==> src/rtl/pit_timer0_if.sv <==
// Word bus between the CPU-side decoder and the PIT (shared with the interrupt controller).
// The master drives select/strobes; the timer answers with a registered ack and read data.
interface pit_timer0_if;
    logic        cs;
    logic        data_m_addr;
    logic [15:0] data_m_data_in;
    logic [15:0] data_m_data_out;
    logic [1:0]  data_m_bytesel;
    logic        data_m_wr_en;
    logic        data_m_access;
    logic        data_m_ack;

    modport master (
        output cs, data_m_addr, data_m_data_in, data_m_bytesel, data_m_wr_en, data_m_access,
        input  data_m_data_out, data_m_ack
    );
    modport slave (
        input  cs, data_m_addr, data_m_data_in, data_m_bytesel, data_m_wr_en, data_m_access,
        output data_m_data_out, data_m_ack
    );
endinterface

==> src/rtl/pit_timer0.sv <==
// 8254-style interval timer, counter 0 only: binary modes 0/2/3 on a one-cycle pit_clk_en tick.
// OUT (intr_out) feeds the edge-triggered interrupt controller as IRQ0.
module pit_timer0 #(
    parameter logic [15:0] DEFAULT_RELOAD = 16'h0000
) (
    input  logic        clk,
    input  logic        reset,
    pit_timer0_if.slave bus,
    input  logic        pit_clk_en,
    output logic        intr_out
);
    typedef enum logic [1:0] {MODE0 = 2'd0, MODE2 = 2'd2, MODE3 = 2'd3} mode_e;
    localparam logic [1:0] RW_LATCH = 2'b00, RW_LSB = 2'b01, RW_MSB = 2'b10;

    mode_e       mode_q, mode_d, ctl_mode;
    logic [1:0]  rw_q, rw_d;
    logic [15:0] reload_q, reload_d, latched_q, latched_d, data_out_q, data_out_d;
    logic [16:0] count_q, count_d;
    logic        load_pending_q, load_pending_d, armed_q, armed_d, intr_q, intr_d;
    logic        latch_vld_q, latch_vld_d, wr_tog_q, wr_tog_d, rd_tog_q, rd_tog_d, ack_q, ack_d;

    logic        acc, wr, rd, data_wr, ctl_wr, latch_cmd, ctr0_rd, tick;
    logic [7:0]  wb, rbyte;
    logic [6:0]  ctl;   // control byte minus the ignored BCD bit
    logic [15:0] rsrc;
    logic [16:0] n_eff, n_hi, n_lo, dec1, dec2;
    logic        done, first_byte, last_rd;

    always_comb begin
        acc       = bus.cs & bus.data_m_access;
        wr        = acc & bus.data_m_wr_en;
        rd        = acc & ~bus.data_m_wr_en;
        wb        = bus.data_m_data_in[7:0];
        ctl       = bus.data_m_data_in[15:9];
        data_wr   = wr & ~bus.data_m_addr & bus.data_m_bytesel[0];
        ctl_wr    = wr & bus.data_m_addr & bus.data_m_bytesel[1] & (ctl[6:5] == 2'b00);
        latch_cmd = ctl_wr & (ctl[4:3] == RW_LATCH);
        ctr0_rd   = rd & ~bus.data_m_addr & bus.data_m_bytesel[0];
        // a mode-setting control write swallows a coincident tick
        tick      = pit_clk_en & ~(ctl_wr & ~latch_cmd);
        case (ctl[2:0])
            3'd2, 3'd6: ctl_mode = MODE2;
            3'd3, 3'd7: ctl_mode = MODE3;
            default:    ctl_mode = MODE0;
        endcase
        n_eff = (reload_q == 16'd0) ? 17'h10000 : {1'b0, reload_q};
        if (mode_q != MODE0 && reload_q == 16'd1) n_eff = 17'd2;
        n_hi = n_eff + {16'd0, n_eff[0]};
        n_lo = {n_eff[16:1], 1'b0};
        dec1 = count_q - 17'd1;
        dec2 = count_q - 17'd2;
    end

    always_comb begin
        mode_d         = mode_q;
        rw_d           = rw_q;
        reload_d       = reload_q;
        latched_d      = latched_q;
        count_d        = count_q;
        load_pending_d = load_pending_q;
        armed_d        = armed_q;
        intr_d         = intr_q;
        latch_vld_d    = latch_vld_q;
        wr_tog_d       = wr_tog_q;
        rd_tog_d       = rd_tog_q;
        ack_d          = acc;
        data_out_d     = 16'h0000;
        done           = 1'b0;
        first_byte     = 1'b0;
        last_rd        = 1'b0;
        rsrc           = 16'h0000;
        rbyte          = 8'h00;

        // tick acts on pre-write state; bus writes below override it
        if (tick) begin
            if (load_pending_q) begin
                count_d        = (mode_q == MODE3) ? n_hi : n_eff;
                armed_d        = 1'b1;
                load_pending_d = 1'b0;
                if (mode_q != MODE0) intr_d = 1'b1;
            end else if (armed_q) begin
                case (mode_q)
                    MODE0: begin
                        count_d = {1'b0, dec1[15:0]};
                        if (count_q == 17'd1) intr_d = 1'b1;
                    end
                    MODE2: begin
                        if (count_q == 17'd1) begin
                            count_d = n_eff;
                            intr_d  = 1'b1;
                        end else begin
                            count_d = dec1;
                            if (dec1 == 17'd1) intr_d = 1'b0;
                        end
                    end
                    default: begin
                        if (count_q <= 17'd2) begin
                            intr_d  = ~intr_q;
                            count_d = intr_q ? n_lo : n_hi;
                        end else begin
                            count_d = dec2;
                        end
                    end
                endcase
            end
        end

        if (latch_cmd) begin
            if (!latch_vld_q) begin
                latched_d   = count_q[15:0];
                latch_vld_d = 1'b1;
            end
        end else if (ctl_wr) begin
            rw_d           = ctl[4:3];
            mode_d         = ctl_mode;
            wr_tog_d       = 1'b0;
            rd_tog_d       = 1'b0;
            latch_vld_d    = 1'b0;
            armed_d        = 1'b0;
            load_pending_d = 1'b0;
            intr_d         = (ctl_mode != MODE0);
        end

        if (data_wr) begin
            first_byte = 1'b1;
            case (rw_q)
                RW_LSB: begin reload_d = {8'h00, wb}; done = 1'b1; end
                RW_MSB: begin reload_d = {wb, 8'h00}; done = 1'b1; end
                default: begin
                    if (!wr_tog_q) begin
                        reload_d[7:0] = wb;
                        wr_tog_d      = 1'b1;
                    end else begin
                        reload_d[15:8] = wb;
                        wr_tog_d       = 1'b0;
                        done           = 1'b1;
                        first_byte     = 1'b0;
                    end
                end
            endcase
            if (done) load_pending_d = 1'b1;
            if (mode_q == MODE0 && first_byte) begin
                armed_d = 1'b0;
                intr_d  = 1'b0;
            end
        end

        if (ctr0_rd) begin
            rsrc = latch_vld_q ? latched_q : count_q[15:0];
            case (rw_q)
                RW_LSB: begin rbyte = rsrc[7:0];  last_rd = 1'b1; end
                RW_MSB: begin rbyte = rsrc[15:8]; last_rd = 1'b1; end
                default: begin
                    rbyte    = rd_tog_q ? rsrc[15:8] : rsrc[7:0];
                    last_rd  = rd_tog_q;
                    rd_tog_d = ~rd_tog_q;
                end
            endcase
            data_out_d = {8'h00, rbyte};
            if (last_rd) latch_vld_d = 1'b0;
        end
    end

    always_ff @(posedge clk or posedge reset) begin
        if (reset) begin
            mode_q         <= MODE3;
            rw_q           <= 2'b11;
            reload_q       <= DEFAULT_RELOAD;
            latched_q      <= 16'h0000;
            count_q        <= 17'd0;
            load_pending_q <= 1'b1;
            armed_q        <= 1'b0;
            intr_q         <= 1'b1;
            latch_vld_q    <= 1'b0;
            wr_tog_q       <= 1'b0;
            rd_tog_q       <= 1'b0;
            ack_q          <= 1'b0;
            data_out_q     <= 16'h0000;
        end else begin
            mode_q         <= mode_d;
            rw_q           <= rw_d;
            reload_q       <= reload_d;
            latched_q      <= latched_d;
            count_q        <= count_d;
            load_pending_q <= load_pending_d;
            armed_q        <= armed_d;
            intr_q         <= intr_d;
            latch_vld_q    <= latch_vld_d;
            wr_tog_q       <= wr_tog_d;
            rd_tog_q       <= rd_tog_d;
            ack_q          <= ack_d;
            data_out_q     <= data_out_d;
        end
    end

    assign bus.data_m_ack      = ack_q;
    assign bus.data_m_data_out = data_out_q;
    assign intr_out            = intr_q;
endmodule

==> src/flat_wrapper.sv <==
// flat-port wrapper written by rule: the top's interface ports become plain ports
module pit_timer0_flat 
#(
    parameter logic [15:0] DEFAULT_RELOAD = 16'h0000
)
  (clk, reset, pit_clk_en, intr_out, bus_cs, bus_data_m_addr, bus_data_m_data_in, bus_data_m_bytesel, bus_data_m_wr_en, bus_data_m_access, bus_data_m_data_out, bus_data_m_ack);
  pit_timer0_if bus_i ();
  input  logic clk;
  input  logic reset;
  input  logic pit_clk_en;
  output logic intr_out;
  input wire logic [$bits(bus_i.cs)-1:0] bus_cs;
  input wire logic [$bits(bus_i.data_m_addr)-1:0] bus_data_m_addr;
  input wire logic [$bits(bus_i.data_m_data_in)-1:0] bus_data_m_data_in;
  input wire logic [$bits(bus_i.data_m_bytesel)-1:0] bus_data_m_bytesel;
  input wire logic [$bits(bus_i.data_m_wr_en)-1:0] bus_data_m_wr_en;
  input wire logic [$bits(bus_i.data_m_access)-1:0] bus_data_m_access;
  output wire logic [$bits(bus_i.data_m_data_out)-1:0] bus_data_m_data_out;
  output wire logic [$bits(bus_i.data_m_ack)-1:0] bus_data_m_ack;
  assign bus_i.cs = bus_cs;
  assign bus_i.data_m_addr = bus_data_m_addr;
  assign bus_i.data_m_data_in = bus_data_m_data_in;
  assign bus_i.data_m_bytesel = bus_data_m_bytesel;
  assign bus_i.data_m_wr_en = bus_data_m_wr_en;
  assign bus_i.data_m_access = bus_data_m_access;
  assign bus_data_m_data_out = bus_i.data_m_data_out;
  assign bus_data_m_ack = bus_i.data_m_ack;
  pit_timer0 #(.DEFAULT_RELOAD(DEFAULT_RELOAD)) u_core (.clk(clk), .reset(reset), .bus(bus_i), .pit_clk_en(pit_clk_en), .intr_out(intr_out));
endmodule
==> config.mk <==
export PLATFORM = sky130hd
export DESIGN_NAME = pit_timer0_flat
export DESIGN_NICKNAME = d
export VERILOG_FILES = /design/src/rtl/pit_timer0_if.sv /design/src/rtl/pit_timer0.sv /design/src/flat_wrapper.sv
export SDC_FILE = /design/constraint.sdc
export NUM_CORES = 1
export LEC_CHECK = 0
export CAP_MARGIN = 20
export CORE_ASPECT_RATIO = 1.1
export CORE_MARGIN = 5
export CORE_UTILIZATION = 25
export DETAILED_ROUTE_END_ITERATION = 16
export PLACE_DENSITY = 0.41
export SETUP_SLACK_MARGIN = 0.15
export SLEW_MARGIN = 40
export SYNTH_ARGS = -nofsm -noshare
export SYNTH_HDL_FRONTEND = slang
export SYNTH_SLANG_ARGS = --single-unit
==> constraint.sdc <==
create_clock -name clk -period 3.7 [get_ports clk]
set_input_delay 0.925 -clock clk [delete_from_list [all_inputs] [get_ports clk]]
set_output_delay 0.925 -clock clk [all_outputs]
set_load 0.01 [all_outputs]
==> results by group, run 1 <==
Floorplan
  • Core ar.: 21100 um2
  • I/O Pins: 43
  • Floorplan row count: 56
  • Total die area: 24300 um2
  • Die W: 149 um
  • Initial Util: 25.2%
  • Die Span Y: 163 um

Final layout
  • Commonest non-fill, non-tap cell in the layout: nand2_1
  • Fraction of layout cells with a size suffix above 1: 11.6%
  • FILL cells: approximately 2300
  • Most frequent cells in the layout: 84 x nand2_1, 61 x dfrtp_1, 44 x o21ai_0, 36 x nor2_1, 33 x nand3_1
  • N_diodes: 0
  • Area Growth Syn to Fin: 17.0%
  • Final core occ: slightly below 30%
  • Non-filler instance count after layout: approximately 950
  • Nets: 690

Timing
  • Final Hold Violating Endpoints: 0
  • Worst slew margin: 49.0%
  • Setup violators final: 0
  • Final worst setup slack: 0.513 ns
  • Worst Skew: 0.00815 ns
  • Slew Viols, Final: 0
  • RSZ-0062 raised after global routing: false
  • Final Cycle Share: 86.1%
  • Fmax: about 310 MHz
  • Setup TNS: 0 ns
  • Worst-Margin Slew: about 0.76 ns
  • Post-route minimum period: 3.19 ns

Route
  • Routed vias: between 4000 and 5000
  • WL final: 17900 um
  • Wirelength per Cell: between 15 and 20 um
  • Routed Antenna Nets: 0
  • Drt pass-1 iters: 4
  • Via density: roughly 5.2
  • Starting DRC count in detailed routing: 359
  • DRC viols: 0

Critical path
  • R2R cell count: 11
  • Worst R2R Setup Slack: 0.51 ns
  • FF-to-FF Start: u_core.reload_q[7]$_DFFE_PP0P_
  • Worst Path Required: a little under 4 ns
  • WP data arrival: roughly 3.4 ns
  • Critical path class: reg -> reg
  • R2r endpoint: u_core.count_q[14]$_DFFE_PP0P_
  • Crit path max fanout: 8
  • Crit path launch: u_core.reload_q[7]$_DFFE_PP0P_
  • Nature of the critical path endpoint: flip-flop
  • Startpoint type of the worst setup path: flip-flop

Run status
  • Status: completed

Clock tree
  • CTS resizes: 0
  • Htree depth: 3
  • Max Root-Sink Buffers: 2
  • # clock sinks: 68
  • Clk slew on worst S/H paths: 0.06 ns
  • Post-CTS Hold Buffers: 0
  • Clock root buffer: clkbuf_16
  • CTS tree: yes
  • Clk_lat worst skew: 0.35 ns
  • CTS buffer count: 9
  • Post-CTS setup repair buffer count: 0

Hold path
  • Hold Path Class: reg -> reg
  • Hold path depth: 2
  • HP Start: u_core.rw_q[1]$_DFFE_PP1P_
  • Hold endpoint: u_core.rw_q[1]$_DFFE_PP1P_

Synthesis
  • Async SR Flop Fraction: 100%
  • Flops & latches, synth: 68
  • Most used DFF post-synth: dfrtp_1
  • Post-synth EDFFs: 0
  • Distinct cells, synth: 70
  • Seq/Total Area, Yosys: between 30% and 40%
  • Synthesized instance count: between 600 and 700
  • Synth Cell Area: 5310 um2
  • Yosys warning total: 0
  • Synth Area per Inst: 8.13 um2

Global route
  • Vias in the first global route: 5007
  • Gr usage total: 14.9%
  • First-pass GRT wire length: 28200 um
  • Initial antenna violation count: 0
  • Largest net degree at the start of global routing: 48
  • Total grt overflow: 0

Place
  • GP Congestion: 0.842
  • Minimum setup slack after placement: 0.518 ns
  • IO buf count: 32
  • Post-DP HPWL: 13100 um
  • Placed instance count: 936

Power
  • Pwr Density: ~590 nW/um2
  • Leakage Power: 2.51 nW
  • Worst VDD drop: 267 uV

Run
  • Max-Cap Viols: 0
==> how the worst max path moves through the flow <==
stage,endpoint,depth (start not counted),slack [ns]
after floorplan,u_core.count_q[10]$_DFFE_PP0P_,11,0.70
after global placement,u_core.count_q[14]$_DFFE_PP0P_,11,0.54
after detailed placement,u_core.count_q[14]$_DFFE_PP0P_,11,0.52
after CTS,u_core.count_q[14]$_DFFE_PP0P_,11,0.51
after global routing,u_core.count_q[14]$_DFFE_PP0P_,11,0.29
final,u_core.count_q[14]$_DFFE_PP0P_,11,0.51
==> cell families (layout without fill, tap and decap cells) <==
kind of cell,count (synthesis),in the layout,share of synthesized area [%]
compound gates,156,156,19.4
fa+ha+maj,8,8,1.88
buf+inv,91,93,7.61
xor+xnor,52,52,8.57
mux,28,28,5.68
other cells,1,8,0.0706
flops,68,68,32.2
simple gates,249,249,24.6
==> synth_stat cells, types with 3 or more instances <==
cell type | n | share of area (%)
nand2_1 | 84 | 5.9
dfrtp_1 | 62 | 29
o21ai_0 | 44 | 4.1
clkbuf_1 | 42 | 3.0
nor2_1 | 36 | 2.5
nand3_1 | 33 | 3.1
a21oi_1 | 28 | 2.6
xor2_1 | 28 | 4.6
xnor2_1 | 24 | 4.0
inv_1 | 23 | 1.6
mux2_2 | 17 | 3.6
a221oi_1 | 16 | 2.6
nand4_1 | 15 | 1.8
o211ai_1 | 14 | 2.0
a211oi_1 | 13 | 1.8
mux2i_1 | 11 | 2.1
nor3_1 | 11 | 1.0
buf_4 | 10 | 1.4
a31oi_1 | 9 | 1.1
and3_1 | 8 | 0.94
ha_1 | 8 | 1.9
nor4_1 | 8 | 0.94
buf_2 | 7 | 0.66
buf_1 | 6 | 0.42
dfstp_2 | 6 | 3.0
and2_1 | 5 | 0.59
nand2b_1 | 5 | 0.59
nand3b_1 | 5 | 0.71
o22ai_1 | 5 | 0.59
a221o_1 | 4 | 0.75
nor2b_1 | 4 | 0.47
nor4b_1 | 4 | 0.66
or4_1 | 4 | 0.57
and4_1 | 3 | 0.49
nand4b_1 | 3 | 0.49
o21a_1 | 3 | 0.42
o21ai_1 | 3 | 0.28
or2_2 | 3 | 0.35
or3_1 | 3 | 0.35
==> registers in the layout (all words and copies together) (netlist names) <==
register / count
u_core.armed_q: 1
u_core.count_q: 17
u_core.latch_vld_q: 1
u_core.intr_out: 1
u_core.load_pending_q: 1
u_core.wr_tog_q: 1
u_core.rd_tog_q: 1
u_core.rw_q: 2
u_core.latched_q: 16
u_core.bus.data_m_data_out: 8
u_core.mode_q: 2
u_core.bus.data_m_ack: 1
u_core.reload_q: 16
==> layer usage <==
| metal | part of all wire [%] | routed length [um] | global-route usage [%] |
|---|---|---|---|
| met1 | 44 | 7840 | 18.9 |
| met2 | 49 | 8710 | 25.2 |
| met3 | 4.6 | 817 | 2.42 |
| met4 | 3.2 | 566 | 6.33 |
| met5 | 0 | 0 | 0 |
==> power by group <==
| group | switching (mW) | internal [mW] |
|---|---|---|
| Sequential | 0.368 | 0.903 |
| Clock | 0.356 | 0.611 |
| Combinational | 0.813 | 0.606 |
==> final cells by class <==
| cell class | count | area, um2 | share of cell area (%) |
|---|---|---|---|
| Clock inverter | 5 | 85.1 | 1.37 |
| Clock buffer | 11 | 243 | 3.91 |
| Multi-Input combinational cell | 501 | 3230 | 52.0 |
| Inverter | 23 | 86.3 | 1.39 |
| Timing Repair Buffer | 54 | 498 | 8.01 |
| Sequential cell | 68 | 1710 | 27.5 |
| Tap cell | 290 | 363 | 5.84 |
==> worst max-delay path, stage by stage, from the launching register on <==
cell and delay, ns:
dfrtp_1 0.53, or4_1 0.55, or2_0 0.25, o31a_1 0.28
inv_1 0.09, ha_1 0.17, nand2b_1 0.22, nor3_1 0.44
nand2_1 0.12, xnor2_1 0.14, o211ai_1 0.17, o211ai_1 0.11
==> per-stage QoR <==
step / hold WS [ns] / cell area [um2] / power, mW
after floorplan: 0.448 / 5340 / 2.21
after global placement: 0.465 / 5880 / 2.70
after detailed placement: 0.465 / 5880 / 2.70
final: 0.467 / 6210 / 3.66
after global routing: 0.506 / 6210 / 3.90
after CTS: 0.474 / 6210 / 3.69
Power figures use the tool's default switching activity.
==> inputs of run 2 (changes only) <==
--- a/config.mk
+++ b/config.mk
@@ -12,7 +12,7 @@
 export DETAILED_ROUTE_END_ITERATION = 16
 export PLACE_DENSITY = 0.41
 export SETUP_SLACK_MARGIN = 0.15
-export SLEW_MARGIN = 40
+export SLEW_MARGIN = 15
 export SYNTH_ARGS = -nofsm -noshare
 export SYNTH_HDL_FRONTEND = slang
 export SYNTH_SLANG_ARGS = --single-unit
==> run 2 against run 1 <==
- clock skew about the same
- count of clock-buffer cells in the layout unchanged
- utilization about the same
- global-route usage up 0.095 points
- final area about the same
- via count up 1.0%
- critical path depth unchanged
- sequential share of layout area about the same
==> results by group, run 2 (synthesis gave the netlist of run 1 again) <==
Critical path
  • Critical path class: reg -> reg (unchanged)
  • Cell mode on critical path: o211ai_1 (unchanged)
  • CP max stage cell: or4_1 (unchanged)
  • R2r endpoint: u_core.count_q[14]$_DFFE_PP0P_ (unchanged)
  • Nature of the critical path endpoint: flip-flop (unchanged)
  • Slowest stage delay, CP: 0.55 ns (about the same)
  • Startpoint type of the worst setup path: flip-flop (unchanged)
  • Worst R2R Setup Slack: 0.55 ns (was 0.51 ns)
  • Crit path max fanout: 8 (unchanged)
  • Kind of cell adding the most delay to the critical path: simple AND/OR/NAND/NOR gates (unchanged)
  • CP Cell Sequence: or4_1 -> or2_0 -> o31a_1 -> inv_1 -> ha_1 -> nand2b_1 -> nor3_1 -> nand2_1 -> xnor2_1 -> o211ai_1 -> o211ai_1 (unchanged)
  • R2R cell count: 11 (unchanged)
  • FF-to-FF Start: u_core.reload_q[7]$_DFFE_PP0P_ (unchanged)
  • Worst Path Required: 3.91 ns (was 3.92 ns)
  • WP data arrival: 3.37 ns (was 3.41 ns)
  • Worst path bufs/invs: 1 (unchanged)

Clock tree
  • CTS tree: yes (unchanged)
  • Max Root-Sink Buffers: 2 (unchanged)
  • Clk slew on worst S/H paths: 0.06 ns (about the same)
  • CTS resizes: 0 (unchanged)
  • CTS buffer count: 9 (unchanged)
  • Htree depth: 3 (unchanged)
  • Clock root buffer: clkbuf_16 (unchanged)
  • # clock sinks: 68 (unchanged)
  • Post-CTS setup repair buffer count: 0 (unchanged)
  • Post-CTS Hold Buffers: 0 (unchanged)
  • Clk_lat worst skew: 0.34 ns (was 0.35 ns)

Run status
  • Status: completed (unchanged)

Floorplan
  • Total die area: 24300 um2 (unchanged)
  • Die W: 149 um (unchanged)
  • Initial Util: 25.2% (unchanged)
  • I/O Pins: 43 (unchanged)
  • Floorplan row count: 56 (unchanged)
  • Core ar.: 21100 um2 (unchanged)
  • Die Span Y: 163 um (unchanged)

Final layout
  • Largest Register: u_core.count_q (unchanged)
  • Most frequent cells in the layout: 84 x nand2_1, 62 x dfrtp_1, 44 x o21ai_0, 36 x nor2_1, 33 x nand3_1 (was 84 x nand2_1, 61 x dfrtp_1, 44 x o21ai_0, 36 x nor2_1, 33 x nand3_1)
  • Largest register FFs: 17 (unchanged)
  • Area Growth Syn to Fin: 17.0% (about the same)
  • Nets: 690 (unchanged)
  • Fraction of layout cells with a size suffix above 1: 11.5% (was 11.6%)
  • Largest regs: u_core.count_q x17, u_core.latched_q x16, u_core.reload_q x16 (unchanged)
  • N_diodes: 0 (unchanged)
  • Commonest non-fill, non-tap cell in the layout: nand2_1 (unchanged)

Timing
  • Final Hold Violating Endpoints: 0 (unchanged)
  • Worst-Margin Slew: 0.846 ns (was 0.763 ns)
  • Setup violators final: 0 (unchanged)
  • Worst Skew: 0.00791 ns (was 0.00815 ns)
  • Final Cycle Share: 85.2% (was 86.1%)
  • Fmax: 317 MHz (was 314 MHz)
  • Worst slew margin: 43.4% (was 49.0%)
  • Slew Viols, Final: 0 (unchanged)
  • Final worst setup slack: 0.548 ns (was 0.513 ns)
  • Post-route minimum period: 3.15 ns (was 3.19 ns)
  • Setup TNS: 0 ns (unchanged)
  • RSZ-0062 raised after global routing: false (unchanged)

Power
  • Leakage Power: 2.51 nW (about the same)
  • Clock Power Share: 26.4% (was 26.5%)
  • Net Switching: 1.54 mW (about the same)
  • Pwr Density: 589 nW/um2 (about the same)
  • Internal Pwr Total: 2.12 mW (about the same)
  • Logic pwr share: 38.9% (was 38.8%)
  • Post-route total power: 3.66 mW (about the same)
  • Worst VDD drop: 304 uV (was 267 uV)
  • Sw Ratio: 42.1% (was 42.0%)
  • Reg power frac: 34.8% (was 34.7%)

Hold path
  • Hold path depth: 2 (unchanged)
  • Hold endpoint: u_core.rw_q[1]$_DFFE_PP1P_ (unchanged)
  • Hold Path Class: reg -> reg (unchanged)
  • HP Start: u_core.rw_q[1]$_DFFE_PP1P_ (unchanged)

Global route
  • First-pass GRT wire length: 28600 um (was 28200 um)
  • Gr usage total: 15.0% (was 14.9%)
  • Vias in the first global route: 5085 (was 5007)
  • Largest net degree at the start of global routing: 48 (unchanged)
  • Total grt overflow: 0 (unchanged)
  • Initial antenna violation count: 0 (unchanged)

Run
  • Max-Cap Viols: 0 (unchanged)

Route
  • WL final: 18000 um (was 17900 um)
  • Via density: 5.24 (was 5.19)
  • Wirelength per Cell: 18.9 um (was 18.8 um)
  • Routed Antenna Nets: 0 (unchanged)
  • Routed vias: 4989 (was 4938)
  • DRC viols: 0 (unchanged)
  • Starting DRC count in detailed routing: 461 (was 359)
  • Drt pass-1 iters: 5 (was 4)

Place
  • Post-DP HPWL: 13100 um (about the same)
  • GP Congestion: 0.842 (unchanged)
  • IO buf count: 32 (unchanged)
  • Minimum setup slack after placement: 0.534 ns (was 0.518 ns)
## run 2: changes by cell type in the layout (fill, tap and decap cells not counted)
cell	delta
dfrtp_2	-1
dfrtp_1	+1
## run 2: final cells by class
cell class              count  area, um2
fillers                  2271      14900
well taps                 290        363
repair buffers             54        498
flip-flops and latches     68       1710
clock inverters             5       85.1
inverters                  23       86.3
multi-input cells         501       3230
clock buffers              11        243
## run 2: worst reg2reg max path, delay by kind of cell (launching register included)
family	cells	cell delay [ns]
compound gates	3	0.56
buf+inv	1	0.09
fa+ha+maj	1	0.17
xor+xnor	1	0.14
flops	1	0.53
simple gates	5	1.55
## run 2: per-layer routing
metal	global-route usage, %	vias to the layer above	wire length, um
met4	5.58	0	437
met5	0	-	0
li1	-	2343	-
met1	19.5	2458	7800
met3	2.50	24	854
met2	25.1	164	8860
## run 2: metrics by stage
step	area (um2)	cells	util, %	hold slack [ns]
final	6210	952	29.5	0.467
after global routing	6210	952	29.5	0.509
after CTS	6210	952	29.4	0.474
after detailed placement	5880	936	27.9	0.465
after global placement	5880	936	27.9	0.465
after floorplan	5340	660	-	0.448
## run 2: power groups by stage
stage          Sequential [mW]  Combinational [mW]  Clock (mW)
2_1_floorplan             1.01                1.20           0
3_3_place_gp              1.28                1.41           0
3_5_place_dp              1.28                1.42           0
4_1_cts                   1.27                1.43       0.991
5_1_grt                   1.30                1.59        1.02
6_report                  1.27                1.42       0.964
## run 2: worst max-delay path by stage
stage | start | to | slack (ns) | cells after the start
floorplan | u_core.reload_q[12]$_DFFE_PP0P_ | u_core.count_q[10]$_DFFE_PP0P_ | 0.70 | 11
global placement | u_core.reload_q[7]$_DFFE_PP0P_ | u_core.count_q[14]$_DFFE_PP0P_ | 0.54 | 11
detailed placement | u_core.reload_q[7]$_DFFE_PP0P_ | u_core.count_q[14]$_DFFE_PP0P_ | 0.53 | 11
CTS | u_core.reload_q[7]$_DFFE_PP0P_ | u_core.count_q[14]$_DFFE_PP0P_ | 0.53 | 11
global route | u_core.reload_q[7]$_DFFE_PP0P_ | u_core.count_q[14]$_DFFE_PP0P_ | 0.25 | 11
finish | u_core.reload_q[7]$_DFFE_PP0P_ | u_core.count_q[14]$_DFFE_PP0P_ | 0.55 | 11
